<file path="src/rtl/seq_hex_multiplier_if.sv">
// rtl/seq_hex_multiplier_if.sv - operand/result bundle for the sequential hex multiplier
interface seq_hex_multiplier_if #(
    parameter int WIDTH = 4
);
    localparam int NDIG = (2 * WIDTH + 3) / 4;

    logic                   START;
    logic [WIDTH-1:0]       A;
    logic [WIDTH-1:0]       B;
    logic                   BUSY;
    logic                   DONE;
    logic [2*WIDTH-1:0]     PRODUCT;
    logic [7*NDIG-1:0]      HEX_SEG;

    modport master (
        output START, A, B,
        input  BUSY, DONE, PRODUCT, HEX_SEG
    );

    modport slave (
        input  START, A, B,
        output BUSY, DONE, PRODUCT, HEX_SEG
    );
endinterface

</file>
<file path="src/rtl/seq_hex_multiplier.sv">
// rtl/seq_hex_multiplier.sv - shift-add multiplier with start/done handshake and hex readout
module seq_hex_multiplier #(
    parameter int WIDTH  = 4,
    parameter int SIGNED = 0
) (
    input  logic                 CLOCK_50,
    input  logic                 RESET_N,
    seq_hex_multiplier_if.slave  bus
);
    localparam int NDIG = (2 * WIDTH + 3) / 4;
    localparam int PW   = 2 * WIDTH;
    localparam int CW   = $clog2(WIDTH);
    localparam int PAD  = 4 * NDIG - PW;

    typedef enum logic [1:0] {
        S_IDLE,
        S_RUN,
        S_FINISH
    } state_t;

    state_t             r_state;
    logic [PW-1:0]      r_mcand;
    logic [WIDTH-1:0]   r_mplier;
    logic [PW-1:0]      r_acc;
    logic [CW-1:0]      r_cnt;
    logic               r_neg;
    logic               r_busy;
    logic               r_done;
    logic [PW-1:0]      r_product;

    logic [WIDTH-1:0]   w_a_abs;
    logic [WIDTH-1:0]   w_b_abs;
    logic [4*NDIG-1:0]  w_ext;

    // abs of the most negative value wraps to the same bit pattern, which read unsigned is exact
    assign w_a_abs = ((SIGNED != 0) && bus.A[WIDTH-1]) ? (~bus.A + 1'b1) : bus.A;
    assign w_b_abs = ((SIGNED != 0) && bus.B[WIDTH-1]) ? (~bus.B + 1'b1) : bus.B;

    always_ff @(posedge CLOCK_50 or negedge RESET_N) begin
        if (!RESET_N) begin
            r_state   <= S_IDLE;
            r_mcand   <= '0;
            r_mplier  <= '0;
            r_acc     <= '0;
            r_cnt     <= '0;
            r_neg     <= 1'b0;
            r_busy    <= 1'b0;
            r_done    <= 1'b0;
            r_product <= '0;
        end else begin
            r_done <= 1'b0;
            case (r_state)
                S_IDLE: begin
                    if (bus.START) begin
                        r_mcand  <= {{WIDTH{1'b0}}, w_a_abs};
                        r_mplier <= w_b_abs;
                        r_acc    <= '0;
                        r_cnt    <= '0;
                        r_neg    <= (SIGNED != 0) && (bus.A[WIDTH-1] ^ bus.B[WIDTH-1]);
                        r_busy   <= 1'b1;
                        r_state  <= S_RUN;
                    end
                end
                S_RUN: begin
                    if (r_mplier[0]) begin
                        r_acc <= r_acc + r_mcand;
                    end
                    r_mcand  <= r_mcand << 1;
                    r_mplier <= r_mplier >> 1;
                    r_cnt    <= r_cnt + 1'b1;
                    if (r_cnt == CW'(WIDTH - 1)) begin
                        r_state <= S_FINISH;
                    end
                end
                S_FINISH: begin
                    r_product <= r_neg ? (~r_acc + 1'b1) : r_acc;
                    r_done    <= 1'b1;
                    r_busy    <= 1'b0;
                    r_state   <= S_IDLE;
                end
                default: begin
                    r_state <= S_IDLE;
                    r_busy  <= 1'b0;
                end
            endcase
        end
    end

    assign bus.BUSY    = r_busy;
    assign bus.DONE    = r_done;
    assign bus.PRODUCT = r_product;

    // display is driven from the committed product only, never from partial sums
    generate
        if (PAD == 0) begin : g_no_pad
            assign w_ext = r_product;
        end else begin : g_pad
            logic w_fill;
            assign w_fill = (SIGNED != 0) ? r_product[PW-1] : 1'b0;
            assign w_ext  = {{PAD{w_fill}}, r_product};
        end
    endgenerate

    function automatic logic [6:0] hex7(input logic [3:0] nib);
        logic [6:0] seg;
        case (nib)
            4'h0: seg = 7'b1000000;
            4'h1: seg = 7'b1111001;
            4'h2: seg = 7'b0100100;
            4'h3: seg = 7'b0110000;
            4'h4: seg = 7'b0011001;
            4'h5: seg = 7'b0010010;
            4'h6: seg = 7'b0000010;
            4'h7: seg = 7'b1111000;
            4'h8: seg = 7'b0000000;
            4'h9: seg = 7'b0010000;
            4'hA: seg = 7'b0001000;
            4'hB: seg = 7'b0000011;
            4'hC: seg = 7'b1000110;
            4'hD: seg = 7'b0100001;
            4'hE: seg = 7'b0000110;
            default: seg = 7'b0001110;
        endcase
        return seg;
    endfunction

    generate
        for (genvar k = 0; k < NDIG; k++) begin : g_digit
            assign bus.HEX_SEG[7*k +: 7] = hex7(w_ext[4*k +: 4]);
        end
    endgenerate
endmodule

</file>
<file path="src/flat_wrapper.sv">
// flat-port wrapper written by rule: the top's interface ports become plain ports
module seq_hex_multiplier_flat 
#(
    parameter int WIDTH  = 4,
    parameter int SIGNED = 0
)
  (CLOCK_50, RESET_N, bus_START, bus_A, bus_B, bus_BUSY, bus_DONE, bus_PRODUCT, bus_HEX_SEG);
  seq_hex_multiplier_if #(.WIDTH(WIDTH)) bus_i ();
  input  logic CLOCK_50;
  input  logic RESET_N;
  input wire logic [$bits(bus_i.START)-1:0] bus_START;
  input wire logic [$bits(bus_i.A)-1:0] bus_A;
  input wire logic [$bits(bus_i.B)-1:0] bus_B;
  output wire logic [$bits(bus_i.BUSY)-1:0] bus_BUSY;
  output wire logic [$bits(bus_i.DONE)-1:0] bus_DONE;
  output wire logic [$bits(bus_i.PRODUCT)-1:0] bus_PRODUCT;
  output wire logic [$bits(bus_i.HEX_SEG)-1:0] bus_HEX_SEG;
  assign bus_i.START = bus_START;
  assign bus_i.A = bus_A;
  assign bus_i.B = bus_B;
  assign bus_BUSY = bus_i.BUSY;
  assign bus_DONE = bus_i.DONE;
  assign bus_PRODUCT = bus_i.PRODUCT;
  assign bus_HEX_SEG = bus_i.HEX_SEG;
  seq_hex_multiplier #(.WIDTH(WIDTH), .SIGNED(SIGNED)) u_core (.CLOCK_50(CLOCK_50), .RESET_N(RESET_N), .bus(bus_i));
endmodule
</file>
<file path="config.mk">
export PLATFORM = sky130hd
export DESIGN_NAME = seq_hex_multiplier_flat
export DESIGN_NICKNAME = d
export VERILOG_FILES = /design/src/rtl/seq_hex_multiplier_if.sv /design/src/rtl/seq_hex_multiplier.sv /design/src/flat_wrapper.sv
export SDC_FILE = /design/constraint.sdc
export NUM_CORES = 1
export LEC_CHECK = 0
export ABC_AREA = 1
export CORE_UTILIZATION = 45
export DETAILED_ROUTE_END_ITERATION = 10
export PLACE_DENSITY_LB_ADDON = 0.15
export SYNTH_ARGS = -nofsm -noshare
export SYNTH_HDL_FRONTEND = slang
export SYNTH_SLANG_ARGS = --single-unit
</file>
<file path="constraint.sdc">
create_clock -name CLOCK_50 -period 2.1 [get_ports CLOCK_50]
set_input_delay 0.525 -clock CLOCK_50 [delete_from_list [all_inputs] [get_ports CLOCK_50]]
set_output_delay 0.525 -clock CLOCK_50 [all_outputs]
set_load 0.1 [all_outputs]
</file>
==> results by group, run 1 <==
Status
  – Outcome: finished, violations left
  – Violated checks: DRC, setup timing

Critical path
  – CP max stage delay: roughly 0.54 ns
  – Crit. End Element: output pin
  – Worst setup path category: reg -> out
  – Worst Path Arrival: around 1.7 ns
  – CP bufs+invs: 3
  – CP cell instances: inv_8, ha_2, nand2_2, buf_4, a21oi_4, buf_12
  – Crit path from: u_core.bus.PRODUCT[4]$_DFFE_PN0P_
  – Worst Path Required: 1.57 ns
  – Critical path capture point: bus_HEX_SEG[9]
  – Family with the most delay on the worst path: flip-flops
  – Stages on the worst setup path: 6
  – R2r startpoint: u_core.r_acc[0]$_DFFE_PN0P_
  – Reg2reg path depth: 8
  – FF-to-FF setup slack: between 0.4 and 0.5 ns
  – Critical path's slowest cell: dfrtp_4
  – CP max FO: 5
  – Reg-to-Reg End: u_core.r_acc[6]$_DFFE_PN0P_
  – CP Launch Type: register

Timing
  – Top achievable clock speed: 0.457 GHz
  – Worst-margin pin slew: between 0.5 and 0.6 ns
  – RSZ-0062 raised after global routing: yes
  – Final critical-path share of the clock period: 1.04
  – Slew margin rel.: 0.610
  – Clock period minus worst slack: about 2.2 ns
  – Final hold violation count: 0
  – Clock Skew: between 0.007 and 0.008 ns
  – Setup WS post-layout: -0.0883 ns
  – Max-slew violation count: 0
  – Final count of negative-setup-slack endpoints: 12

Global routing
  – Vias in the first global route: just under 2000
  – Initial antenna violation count: 0
  – GRT Util Overall: 0.219
  – GRT Residual Overflow: 0
  – First-pass GRT wire length: around 8700 um
  – Pin count of the biggest net entering global routing: 35

Clock tree
  – CTS tree: yes
  – Clock latency on the worst-skew pair: 0.28 ns
  – CTS buffer count: 5
  – Clk sinks: 34
  – H-Tree Depth: 2
  – Clock transition at path regs: ~0.070 ns
  – CTS Buffer Depth: 2
  – Root buffer cell: clkbuf_8

Synth
  – EDFF count, synth: 0
  – Share of the synthesized area in the top cell type: 0.393
  – Leading area contributor after synthesis: dfrtp_1
  – Ys Warns: 0
  – Register area share after synthesis: 0.393
  – Asr flop ratio synth: 1.00
  – Ys flop type: dfrtp_1
  – Cells after synthesis: 272
  – Mean Syn Cell Area: between 7 and 8 sq um
  – Post-synthesis sequential element count: 34
  – Synth cell types: 25
  – Top post-synthesis cells by area: dfrtp_1, nand2_1, ha_1
  – Synth cell count leaders: nand2_1, dfrtp_1, inv_1, ha_1, o21ai_0
  – Mapped Area: around 2200 sq um
  – Most frequent cell after synthesis: nand2_1
  – Synthesized Nets: a little over 300

Cells and area
  – Layout cell share with drive strength beyond 1: 0.427
  – P&R area growth vs syn: 61.0%
  – Design area: 3490 sq um
  – Post-Layout Cell Count: 380
  – Antenna diode count: 0
  – Number of nets in the layout: 359

Route
  – Via density: between 5 and 6
  – Initial drt markers: 78
  – DRC Markers: 2
  – Mean routed wirelength per cell: about 15 um
  – Drt first pass iters: 8
  – Final wirelength: 5600 um
  – Antenna-violating nets left: 0
  – Routed vias: roughly 2000

Placement
  – Post-placement cell count: approximately 350
  – IO Port Bufs: 34
  – Post-DP HPWL: between 3000 and 4000 um
  – Cell area after placement: between 3000 and 4000 sq um
  – Gpl congestion: ~0.82

Run
  – MaxCap Viol Count: 0

Floorplanning
  – Die Wd: approximately 70 um
  – Total Die Area: slightly above 5000 sq um
  – Starting Density: 0.484
  – CORE AREA: ~4500 sq um
  – Rows: 24
  – Io pins: 35
  – Die Height: between 70 and 80 um

Min path
  – Hold crit path type: reg -> reg
  – Min-delay src: u_core.bus.BUSY$_DFFE_PN0P_
[what timing repair did]
action / 4_1_cts / 5_1_grt
setup endpoints to repair: 11 / 12
gates resized for setup: 34 / 24
hold endpoints to repair: 0 / 0
buffers inserted: 14 / 6
hold buffers: 0 / 0
pin swaps: 13 / 7
[final cells by class]
class,count,area [sq um]
Multi-Input combinational cell,193,1480
Fill cell,271,988
Sequential cell,34,881
Timing Repair Buffer,56,768
Inverter,37,171
Clock buffer,7,86.3
Tap cell,52,65.1
Clock inverter,1,30.0
[kinds of logic (layout without fill, tap and decap cells)]
kind of cell               Yosys count  count (layout)  share of synthesized area
and+or+nand+nor                    108             108                      0.210
AOI/OAI and AO/OA                   62              62                      0.172
buffers and inverters               45             101                     0.0925
DFF                                 34              34                      0.393
adders and majority gates           21              21                      0.125
xor gates and xnor gates             2               2                    0.00809
[state kept, by name, summed over array words and instances (netlist names)]
register and count:
u_core.bus.BUSY 1, u_core.bus.DONE 1, u_core.r_state 2, u_core.bus.PRODUCT 8, u_core.r_cnt 2, u_core.r_mcand 8, u_core.r_mplier 4, u_core.r_acc 8
[through the flow]
stage          utilization  hold slack [ns]  TNS [ns]  setup WS, ns
2_1_floorplan            -            0.229    -0.168       -0.0320
3_3_place_gp         0.672            0.463         0         0.170
3_5_place_dp         0.672            0.468         0         0.111
4_1_cts              0.750            0.494    -0.257       -0.0624
5_1_grt              0.779            0.517     -1.25        -0.139
6_report             0.779            0.491    -0.594       -0.0883
[layer usage]
metal,GRT usage,vias to the layer above,share of wire
met5,0,-,0
met4,0.104,0,0.029
met3,0.0338,18,0.032
met2,0.385,53,0.51
met1,0.262,943,0.42
li1,-,984,-
[worst min path at each step]
stage,depth (start not counted),endpoint,slack (ns)
6_report,2,u_core.bus.BUSY$_DFFE_PN0P_,0.49
5_1_grt,2,u_core.r_cnt[1]$_DFFE_PN0P_,0.52
4_1_cts,2,u_core.bus.BUSY$_DFFE_PN0P_,0.49
3_5_place_dp,2,u_core.bus.BUSY$_DFFE_PN0P_,0.47
3_3_place_gp,2,u_core.r_cnt[1]$_DFFE_PN0P_,0.46
2_1_floorplan,0,u_core.bus.BUSY$_DFFE_PN0P_,0.23
[cells in the final DEF (no fill, tap or decap)]
master	count
nand2_2	13
bufinv_16	1
buf_12	24
nor2_4	3
nor2_2	4
dfrtp_4	8
inv_6	2
a21oi_2	2
o21ai_0	12
inv_8	2
a21oi_4	12
clkbuf_8	6
ha_1	11
nand2_4	9
clkdlybuf4s50_1	10
o211ai_1	1
inv_1	26
a32o_4	2
o22ai_1	3
nand3_1	11
nor2_1	6
o21ai_2	14
inv_2	5
buf_4	16
fa_1	1
clkbuf_1	1
a21oi_1	4
xnor2_1	1
xor2_1	1
ha_4	7
o21ai_1	10
ha_2	2
clkinvlp_4	2
dfrtp_1	26
a22o_1	2
buf_6	6
nand2_1	62
[worst register-to-register path: cells and delay by family (launching register included)]
kind,cells,cell delay [ns]
adders and majority gates,2,0.67
and+or+nand+nor,6,0.48
DFF,1,0.40
Power of run 1 is left out: the tool's default activity adds up to more than one toggle a clock period on the data nets, which glitch-free logic cannot reach.
==> inputs of run 2 (changes only) <==
--- a/config.mk
+++ b/config.mk
@@ -6,6 +6,7 @@
 export NUM_CORES = 1
 export LEC_CHECK = 0
 export ABC_AREA = 1
+export CORE_ASPECT_RATIO = 1.5
 export CORE_UTILIZATION = 45
 export DETAILED_ROUTE_END_ITERATION = 10
 export PLACE_DENSITY_LB_ADDON = 0.15
==> results by group, run 2 (synthesis results as in run 1) <==
Status
  – Outcome: finished, violations left
  – Violated checks: setup timing

Clock tree
  – CTS Buffer Depth: 2 (unchanged)
  – Clk sinks: 34 (unchanged)
  – Clock latency on the worst-skew pair: 0.28 ns (about the same)
  – # hold bufs at CTS: 0 (unchanged)
  – Root buffer cell: clkbuf_8
  – H-Tree Depth: 2 (unchanged)
  – CTS buffer count: 5 (unchanged)
  – CTS tree: yes
  – Clock transition at path regs: 0.06 ns (about the same)

Floorplanning
  – Starting Density: 0.473 (-0.0111)
  – Io pins: 35 (unchanged)
  – Die Height: 86.9 um (+22%)
  – Total Die Area: 5100 sq um (+0.11%)
  – Die Wd: 58.6 um (-18%)
  – Rows: 30 (+25%)
  – CORE AREA: 4580 sq um (+2.3%)

Timing
  – Setup WS post-layout: -0.0768 ns (+0.0115 ns)
  – Top achievable clock speed: 0.459 GHz (+0.53%)
  – Worst-margin pin slew: 0.559 ns (-0.0255 ns)
  – Slew margin rel.: 0.627 (+0.0170)
  – Clock Skew: 0.00276 ns (-0.00481 ns)
  – Clock period minus worst slack: 2.18 ns (-0.0115 ns)
  – Final hold violation count: 0 (unchanged)
  – Max-slew violation count: 0 (unchanged)
  – Final count of negative-setup-slack endpoints: 8 (-4)
  – Final critical-path share of the clock period: 1.04 (-0.00546)
  – RSZ-0062 raised after global routing: yes

Cells and area
  – Antenna diode count: 0 (unchanged)
  – Most frequent cells in the layout: nand2_1, inv_1, dfrtp_1, buf_12, buf_4
  – Number of nets in the layout: 356 (-0.84%)
  – Post-Layout Cell Count: 389 (+2.4%)
  – Layout cell share with drive strength beyond 1: 0.397 (-0.0299)
  – Most common cell after layout, fill and taps aside: nand2_1
  – P&R area growth vs syn: 56.0%

Critical path
  – CP bufs+invs: 1 (-2)
  – Crit. End Element: output pin
  – Worst setup path category: reg -> out
  – Worst Path Arrival: 1.65 ns (about the same)
  – CP Launch Type: register
  – Worst Path Required: 1.57 ns (about the same)
  – CP cell instances: ha_4, nand2_1, nand2_2, a21oi_2, a21oi_4, buf_12
  – Critical path's slowest cell: dfrtp_4
  – Family with the most delay on the worst path: flip-flops
  – CP max stage delay: 0.54 ns (about the same)
  – CP max FO: 5 (unchanged)

Route
  – Antenna-violating nets left: 0 (unchanged)
  – DRC Markers: 0 (-2)
  – Drt first pass iters: 4 (-4)
  – Via density: 4.96 (-5.6%)
  – Initial drt markers: 44 (-44%)
  – Final wirelength: 4930 um (-12%)
  – Mean routed wirelength per cell: 12.7 um (-14%)
  – Routed vias: 1930 (-3.4%)

Min path
  – Hold crit path type: reg -> reg

Placement
  – IO Port Bufs: 34 (unchanged)
  – Place WS: 0.133 ns (+0.0217 ns)
  – Gpl congestion: 0.860 (+4.7%)
  – Post-DP HPWL: 3640 um (+7.9%)
  – Post-placement cell count: 365 (+3.7%)

Run
  – MaxCap Viol Count: 0 (unchanged)

Global routing
  – First-pass GRT wire length: 8800 um (+1.3%)
  – GRT Residual Overflow: 0 (unchanged)
  – Initial antenna violation count: 0 (unchanged)
  – Vias in the first global route: 2055 (+5.0%)
  – GRT Util Overall: 0.226 (+0.00756)
  – Pin count of the biggest net entering global routing: 35 (unchanged)
[run 2: through the flow]
step                hold slack, ns  setup TNS [ns]  utilization  cell area, sq um
floorplan                    0.229          -0.168            -              2440
finish                       0.488          -0.258        0.737              3380
global placement             0.462               0        0.661              3030
CTS                          0.491          -0.369        0.719              3290
global route                 0.533          -0.848        0.737              3380
detailed placement           0.472               0        0.661              3030
[run 2: final timing paths]
path | start | end | slack [ns] | cells past startpoint
max in group asynchronous | RESET_N | u_core.bus.PRODUCT[0]$_DFFE_PN0P_ | 1.29 | 2
worst max register to register | u_core.r_acc[0]$_DFFE_PN0P_ | u_core.r_acc[6]$_DFFE_PN0P_ | 0.42 | 8
worst max-delay path | u_core.bus.PRODUCT[0]$_DFFE_PN0P_ | bus_HEX_SEG[6] | -0.08 | 6
worst min register to register | u_core.bus.BUSY$_DFFE_PN0P_ | u_core.bus.BUSY$_DFFE_PN0P_ | 0.49 | 2
worst min-delay path | u_core.bus.BUSY$_DFFE_PN0P_ | u_core.bus.BUSY$_DFFE_PN0P_ | 0.49 | 2
min in group asynchronous | RESET_N | u_core.r_acc[7]$_DFFE_PN0P_ | 0.60 | 2
[run 2: final cells by class]
cell class / instances / area [sq um]
Sequential cell: 34 / 881
Multi-Input combinational cell: 193 / 1450
Fill cell: 350 / 1200
Tap cell: 64 / 80.1
Timing Repair Buffer: 53 / 726
Clock buffer: 8 / 80.1
Inverter: 37 / 164
[run 2: repair_timing]
item | 4_1_cts | 5_1_grt
setup endpoints to repair | 12 | 14
pin swaps | 12 | 10
setup buffers | 14 | 2
resized for setup | 25 | 20
gates cloned | 0 | 0
[run 2: worst reg2reg max path: stages, from the launching register on]
cell and delay (ns):
dfrtp_1 0.41, ha_1 0.24, fa_1 0.43, nand3_1 0.10, nand2_1 0.09, nand2_1 0.10
nand3_1 0.08, nand3_1 0.09, nand2_1 0.05
[run 2: routing by layer]
layer	wire [um]	part of all wire	vias up	GRT usage
li1	-	-	981	-
met1	1950	0.39	904	0.246
met2	2770	0.56	33	0.418
met3	100	0.020	12	0.0342
met4	119	0.024	0	0.108
met5	0	0	-	0
Power of run 2 is left out for the same reason.
